[config.mk]
export PLATFORM = sky130hd
export DESIGN_NAME = lanes_deserializer
export DESIGN_NICKNAME = d
export VERILOG_FILES = /design/src/rtl/lanes_deserializer.sv
export SDC_FILE = /design/constraint.sdc
export NUM_CORES = 1
export LEC_CHECK = 0
export ABC_CLOCK_PERIOD_IN_PS = 3100
export CAP_MARGIN = 10
export CORE_ASPECT_RATIO = 2
export CORE_MARGIN = 5
export CORE_UTILIZATION = 50
export CTS_CLUSTER_DIAMETER = 150
export DETAILED_ROUTE_END_ITERATION = 8
export PLACE_DENSITY_LB_ADDON = 0.12
export SLEW_MARGIN = 20
export SYNTH_ARGS = -nofsm -noshare
export SYNTH_HDL_FRONTEND = slang
export SYNTH_SLANG_ARGS = --single-unit
export TNS_END_PERCENT = 30
[constraint.sdc]
create_clock -name clk -period 3.1 [get_ports clk]
set_input_delay 0.31 -clock clk [delete_from_list [all_inputs] [get_ports clk]]
set_output_delay 0.31 -clock clk [all_outputs]
set_load 0.03 [all_outputs]
[src/rtl/lanes_deserializer.sv]
// Two-lane receive deserializer: rebuilds 8b/132b/66b words from lockstep serial lanes
// and strobes them to the descrambler, with a seed-reset pulse on each session's first word.
module lanes_deserializer #(
  parameter int ALIGN_DELAY = 2,
  parameter int MAX_W       = 132
) (
  input  logic             clk,
  input  logic             rst,
  input  logic             enable,
  input  logic [1:0]       gen_speed,
  input  logic             lane_0_rx_in,
  input  logic             lane_1_rx_in,
  output logic [MAX_W-1:0] lane_0_rx_out,
  output logic [MAX_W-1:0] lane_1_rx_out,
  output logic             rx_valid,
  output logic             descr_rst
);

  typedef enum logic [1:0] {
    IDLE    = 2'd0,
    ALIGN   = 2'd1,
    COLLECT = 2'd2
  } state_t;

  state_t           state, state_nxt;
  logic [1:0]       gen_lat, gen_nxt;
  logic [7:0]       bit_cnt, bit_cnt_nxt;
  logic [7:0]       dly_cnt, dly_cnt_nxt;
  logic             first_word, first_nxt;
  logic [MAX_W-1:0] sh0, sh0_nxt;
  logic [MAX_W-1:0] sh1, sh1_nxt;
  logic [MAX_W-1:0] out0_nxt, out1_nxt;
  logic             valid_nxt, descr_nxt;

  logic             sample;
  logic [1:0]       cur_gen;
  logic [7:0]       n_cur;
  logic [7:0]       idx;
  logic             lsb_first;
  logic [MAX_W-1:0] word_mask;

  function automatic logic [7:0] word_len(input logic [1:0] g);
    case (g)
      2'b01:   word_len = 8'd132;
      2'b10:   word_len = 8'd66;
      default: word_len = 8'd8;
    endcase
  endfunction

  always_ff @(posedge clk or negedge rst) begin
    if (!rst) begin
      state         <= IDLE;
      gen_lat       <= 2'b00;
      bit_cnt       <= 8'd0;
      dly_cnt       <= 8'd0;
      first_word    <= 1'b0;
      sh0           <= '0;
      sh1           <= '0;
      lane_0_rx_out <= '0;
      lane_1_rx_out <= '0;
      rx_valid      <= 1'b0;
      descr_rst     <= 1'b0;
    end else begin
      state         <= state_nxt;
      gen_lat       <= gen_nxt;
      bit_cnt       <= bit_cnt_nxt;
      dly_cnt       <= dly_cnt_nxt;
      first_word    <= first_nxt;
      sh0           <= sh0_nxt;
      sh1           <= sh1_nxt;
      lane_0_rx_out <= out0_nxt;
      lane_1_rx_out <= out1_nxt;
      rx_valid      <= valid_nxt;
      descr_rst     <= descr_nxt;
    end
  end

  // The enable-rise edge itself counts as the first discarded alignment sample, so the
  // first strobe lands exactly ALIGN_DELAY + N cycles after enable rises.
  always_comb begin
    state_nxt   = state;
    gen_nxt     = gen_lat;
    bit_cnt_nxt = bit_cnt;
    dly_cnt_nxt = dly_cnt;
    first_nxt   = first_word;
    sh0_nxt     = sh0;
    sh1_nxt     = sh1;
    out0_nxt    = lane_0_rx_out;
    out1_nxt    = lane_1_rx_out;
    valid_nxt   = 1'b0;
    descr_nxt   = 1'b0;
    sample      = 1'b0;
    cur_gen     = gen_lat;
    idx         = 8'd0;
    word_mask   = '0;

    if (!enable) begin
      state_nxt   = IDLE;
      bit_cnt_nxt = 8'd0;
      dly_cnt_nxt = 8'd0;
      first_nxt   = 1'b0;
      sh0_nxt     = '0;
      sh1_nxt     = '0;
      out0_nxt    = '0;
      out1_nxt    = '0;
    end else begin
      case (state)
        IDLE: begin
          gen_nxt     = gen_speed;
          cur_gen     = gen_speed;
          first_nxt   = 1'b1;
          bit_cnt_nxt = 8'd0;
          dly_cnt_nxt = 8'd0;
          if (ALIGN_DELAY == 0) begin
            state_nxt = COLLECT;
            sample    = 1'b1;
          end else if (ALIGN_DELAY == 1) begin
            state_nxt = COLLECT;
          end else begin
            state_nxt   = ALIGN;
            dly_cnt_nxt = 8'd1;
          end
        end
        ALIGN: begin
          if (int'(dly_cnt) >= ALIGN_DELAY - 1) begin
            state_nxt   = COLLECT;
            dly_cnt_nxt = 8'd0;
          end else begin
            dly_cnt_nxt = dly_cnt + 8'd1;
          end
        end
        COLLECT: sample = 1'b1;
        default: state_nxt = IDLE;
      endcase
    end

    n_cur     = word_len(cur_gen);
    lsb_first = (cur_gen == 2'b01) || (cur_gen == 2'b10);
    for (int i = 0; i < MAX_W; i++) word_mask[i] = (i < int'(n_cur));

    // gen4 bytes arrive MSB first; the wide gen2/gen3 blocks arrive LSB first.
    if (sample) begin
      idx          = lsb_first ? bit_cnt : (8'd7 - bit_cnt);
      sh0_nxt[idx] = lane_0_rx_in;
      sh1_nxt[idx] = lane_1_rx_in;
      if (bit_cnt == n_cur - 8'd1) begin
        out0_nxt    = sh0_nxt & word_mask;
        out1_nxt    = sh1_nxt & word_mask;
        valid_nxt   = 1'b1;
        descr_nxt   = first_nxt;
        first_nxt   = 1'b0;
        bit_cnt_nxt = 8'd0;
        sh0_nxt     = '0;
        sh1_nxt     = '0;
      end else begin
        bit_cnt_nxt = bit_cnt + 8'd1;
      end
    end
  end

endmodule

==> flow_metrics.py <==
metrics = {
    "status": {
        "outcome": "complete, but fails checks",
        "failed_checks": "negative setup slack",
    },
    "synth": {
        "avgSynthCellArea_um2": 11.82,
        "yosysUniqueCellTypes": 79,
        "ys_ff_latch": 551,
        "yosysTopAreaCellShare_pct": 59.03,
        "synth_area_leaders": "dfrtp_1 (59%), a22o_1 (14%), o22ai_1 (1.9%)",
        "synth_cells": 1977,
        "ys_seq_area_share_pct": 59.03,
        "synth-edff-count": 0,
        "syn_area_um2": 23360,
        "yosys_warnings": 0,
        "yosysMostFrequentCell": "dfrtp_1",
        "synthTopCellsByCount": "dfrtp_1 (551), a22o_1 (363), clkbuf_1 (82)",
        "async_flop_share_pct": 100.0,
        "yosys.area.top_type": "dfrtp_1",
        "syn_nets": 1994,
        "ys.flop_type": "dfrtp_1",
    },
    "worst_setup_path": {
        "regToRegSetupSlack_ns": -0.18,
        "critPathMaxStageDelay_ns": 0.39,
        "critPathKind": "flop to flop",
        "critPathLaunch": "state[0]$_DFFE_PN0P_",
        "reg2reg_to": "sh0[34]$_DFF_PN0_",
        "r2r_cells": 13,
        "crit_cells": 13,
        "r2r-start": "state[0]$_DFFE_PN0P_",
        "worst-path-buf-inv": 5,
        "crit_chain": "nor3_2, mux2i_1, inv_2, ha_4, buf_6, nand2b_4, o211ai_4, buf_12, buf_12, buf_4, nor4_1, o21ai_0, a22o_1",
        "crit_family": "buffers and inverters",
        "crit_slowest_cell": "dfrtp_1",
        "crit_fanout": 33,
        "critical_path_arrival_ns": 3.75,
        "start_kind": "flop",
        "crit_top_cell": "buf_12",
        "cp_data_required_time_ns": 3.58,
        "cp-end-kind": "flop",
    },
    "finish": {
        "layout-drive-gt1-share_pct": 29.21,
        "fin_area_um2": 33550,
        "seq_area_um2": 13790,
        "insertedDiodeCount": 0,
        "fin_nets": 2588,
        "fin_util_pct": 72.12,
        "multiInputGateArea_um2": 9711,
        "fin_cells": 3232,
        "area_delta_synth_final_pct": 43.64,
        "fill_cells": 3334,
    },
    "global_routing": {
        "track_usage_pct": 33.14,
        "antenna_found_initial": 0,
        "grt_pass1_vias": 20830,
        "grt_max_degree": 85,
        "grt_first_pass_wirelength_um": 129400,
        "grt_overflow_total": 0,
    },
    "clock_tree": {
        "cts_root_buf": "clkbuf_16",
        "clk_pin_slew_worst_paths_ns": 0.07,
        "clk_latency_ns": 0.59,
        "numCtsBuffers": 48,
        "cts-htree-levels": 2,
        "cts_buffer_depth": 3,
        "clock-sinks": 551,
        "tritoncts": "done",
    },
    "sta": {
        "final.setup.tns_ns": -2.430,
        "fmax_ghz": 0.3051,
        "final_hold_viol_count": 0,
        "period_minus_slack_ns": 3.277,
        "drv_slew": 0,
        "min_period_over_period_pct": 105.7,
        "rsz0062_at_grt": "yes",
        "finalSetupViolations": 91,
        "tightest_slew_ns": 0.9357,
        "hold_ws_ns": 0.3567,
        "setup_slack_ns": -0.1772,
        "clock_skew_ns": 0.01304,
        "slew_headroom_pct": 37.62,
    },
    "job": {
        "cap_violations": 0,
    },
    "min_path": {
        "hold_class": "input pin to asynchronous set/reset pin",
    },
    "route": {
        "routedWlPerCell_um": 28.08,
        "drtIter0Drc": 1786,
        "drc": 0,
        "vias": 20480,
        "drt-total-wl_um": 90750,
        "viasPerCell": 6.337,
        "firstDrtPassIters": 5,
        "ant_nets": 0,
    },
    "floorplanning": {
        "num_rows": 112,
        "initial_core_util_pct": 50.21,
        "core-area_um2": 46520,
        "die_w_um": 162.8,
        "dieArea_um2": 51410,
        "die_y_um": 315.7,
        "pin_count": 273,
    },
    "power": {
        "power_leakage_nw": 14.57,
        "p_per_area_nw_per_um2": 544.6,
        "ir_drop_uv": 441.4,
    },
    "placement": {
        "dp_hpwl_um": 61830,
        "gp_congestion": 0.9317,
        "io_buffers": 272,
        "dp_cells": 3073,
        "dpl_cell_area_um2": 29750,
    },
}
## kinds of logic after synthesis
family,count (synthesis),synth area share (%)
simple gates,405,10.77
flops,551,59.03
buf+inv,267,4.938
fa+ha+maj,10,0.5356
xor+xnor,9,0.3696
compound gates,727,23.94
mux,8,0.4231
## routing by layer
metal / up-vias / share of wire (%) / wire length, µm / GRT usage, %
met3: 309 / 4.7 / 4229 / 3.913
met5: - / 0 / 0 / 0
met2: 905 / 52 / 46890 / 57.23
met1: 10490 / 35 / 31640 / 38.32
met4: 0 / 8.8 / 7986 / 22.61
li1: 8782 / - / - / -
## worst max path at each step
| stage | endpoint | slack [ns] |
|---|---|---|
| finish | sh0[34]$_DFF_PN0_ | -0.18 |
| global route | sh0[34]$_DFF_PN0_ | -0.26 |
| CTS | lane_1_rx_out[0]$_DFF_PN0_ | -0.05 |
| detailed placement | sh0[12]$_DFF_PN0_ | -0.73 |
| global placement | sh1[13]$_DFF_PN0_ | -0.67 |
| floorplan | sh0[120]$_DFF_PN0_ | 0.005 |
## area by class of cell
class                           count  area share [%]
Sequential cell                   551           41.09
Multi-Input combinational cell   1160           28.94
Timing Repair Buffer              727           21.82
Clock buffer                       68           4.135
Tap cell                          627           2.338
Inverter                           83          0.9397
Clock inverter                     16          0.7346
## registers in the layout (all words and copies together), names as in the netlist
register and count:
descr_rst 1, dly_cnt 8, rx_valid 1, first_word 1, lane_0_rx_out 132, lane_1_rx_out 132
bit_cnt 8, state 2, sh1 132, sh0 132, gen_lat 2
## through the flow
stage	setup WS, ns	power [mW]
after detailed placement	-0.7252	10.84
after global routing	-0.2650	18.79
after floorplan	0.005310	8.942
final	-0.1772	18.27
after CTS	-0.05280	17.36
after global placement	-0.6742	10.78
## power by group
part	switching, mW	internal, mW
Sequential	0.0317	7.22
Combinational	2.67	1.99
Clock	2.75	3.62
Total	5.45	12.8
## repair_timing
| item | 4_1_cts | 5_1_grt |
|---|---|---|
| hold endpoints to repair | 73 | 0 |
| gates resized for setup | 33 | 267 |
| hold buffers | 1 | 0 |
| endpoints found under the setup margin | 373 | 436 |
| pin swaps | 8 | 110 |
| gates cloned | 1 | 16 |
| buffers inserted | 11 | 47 |
## cells in the final DEF, fill, tap and decap left out, types with 36 or more instances in the layout
| cell | synthesis | layout |
|---|---|---|
| dfrtp_1 | 551 | 551 |
| a22o_1 | 363 | 363 |
| buf_4 | 5 | 335 |
| clkdlybuf4s50_1 | 0 | 271 |
| inv_1 | 81 | 80 |
| nand2_1 | 80 | 77 |
| o21ai_1 | 55 | 64 |
| clkbuf_16 | 0 | 60 |
| buf_12 | 0 | 60 |
| nand4_1 | 56 | 56 |
| o22ai_1 | 72 | 56 |
| nand3_1 | 48 | 45 |
| nor4_2 | 30 | 43 |
| nor2_1 | 47 | 41 |
| buf_6 | 4 | 38 |
| a32o_1 | 37 | 36 |
## worst register-to-register path: cells and delay by family (launching register included)
kind,cells,cell delay (ns)
AND/OR/NAND/NOR,3,0.70
multiplexers,1,0.33
buffers and inverters,5,0.84
AO/OA/AOI/OAI,3,0.55
flip-flops,1,0.39
adder cells (fa/ha/maj),1,0.35
No activity file was read; power rests on OpenSTA's default activity.
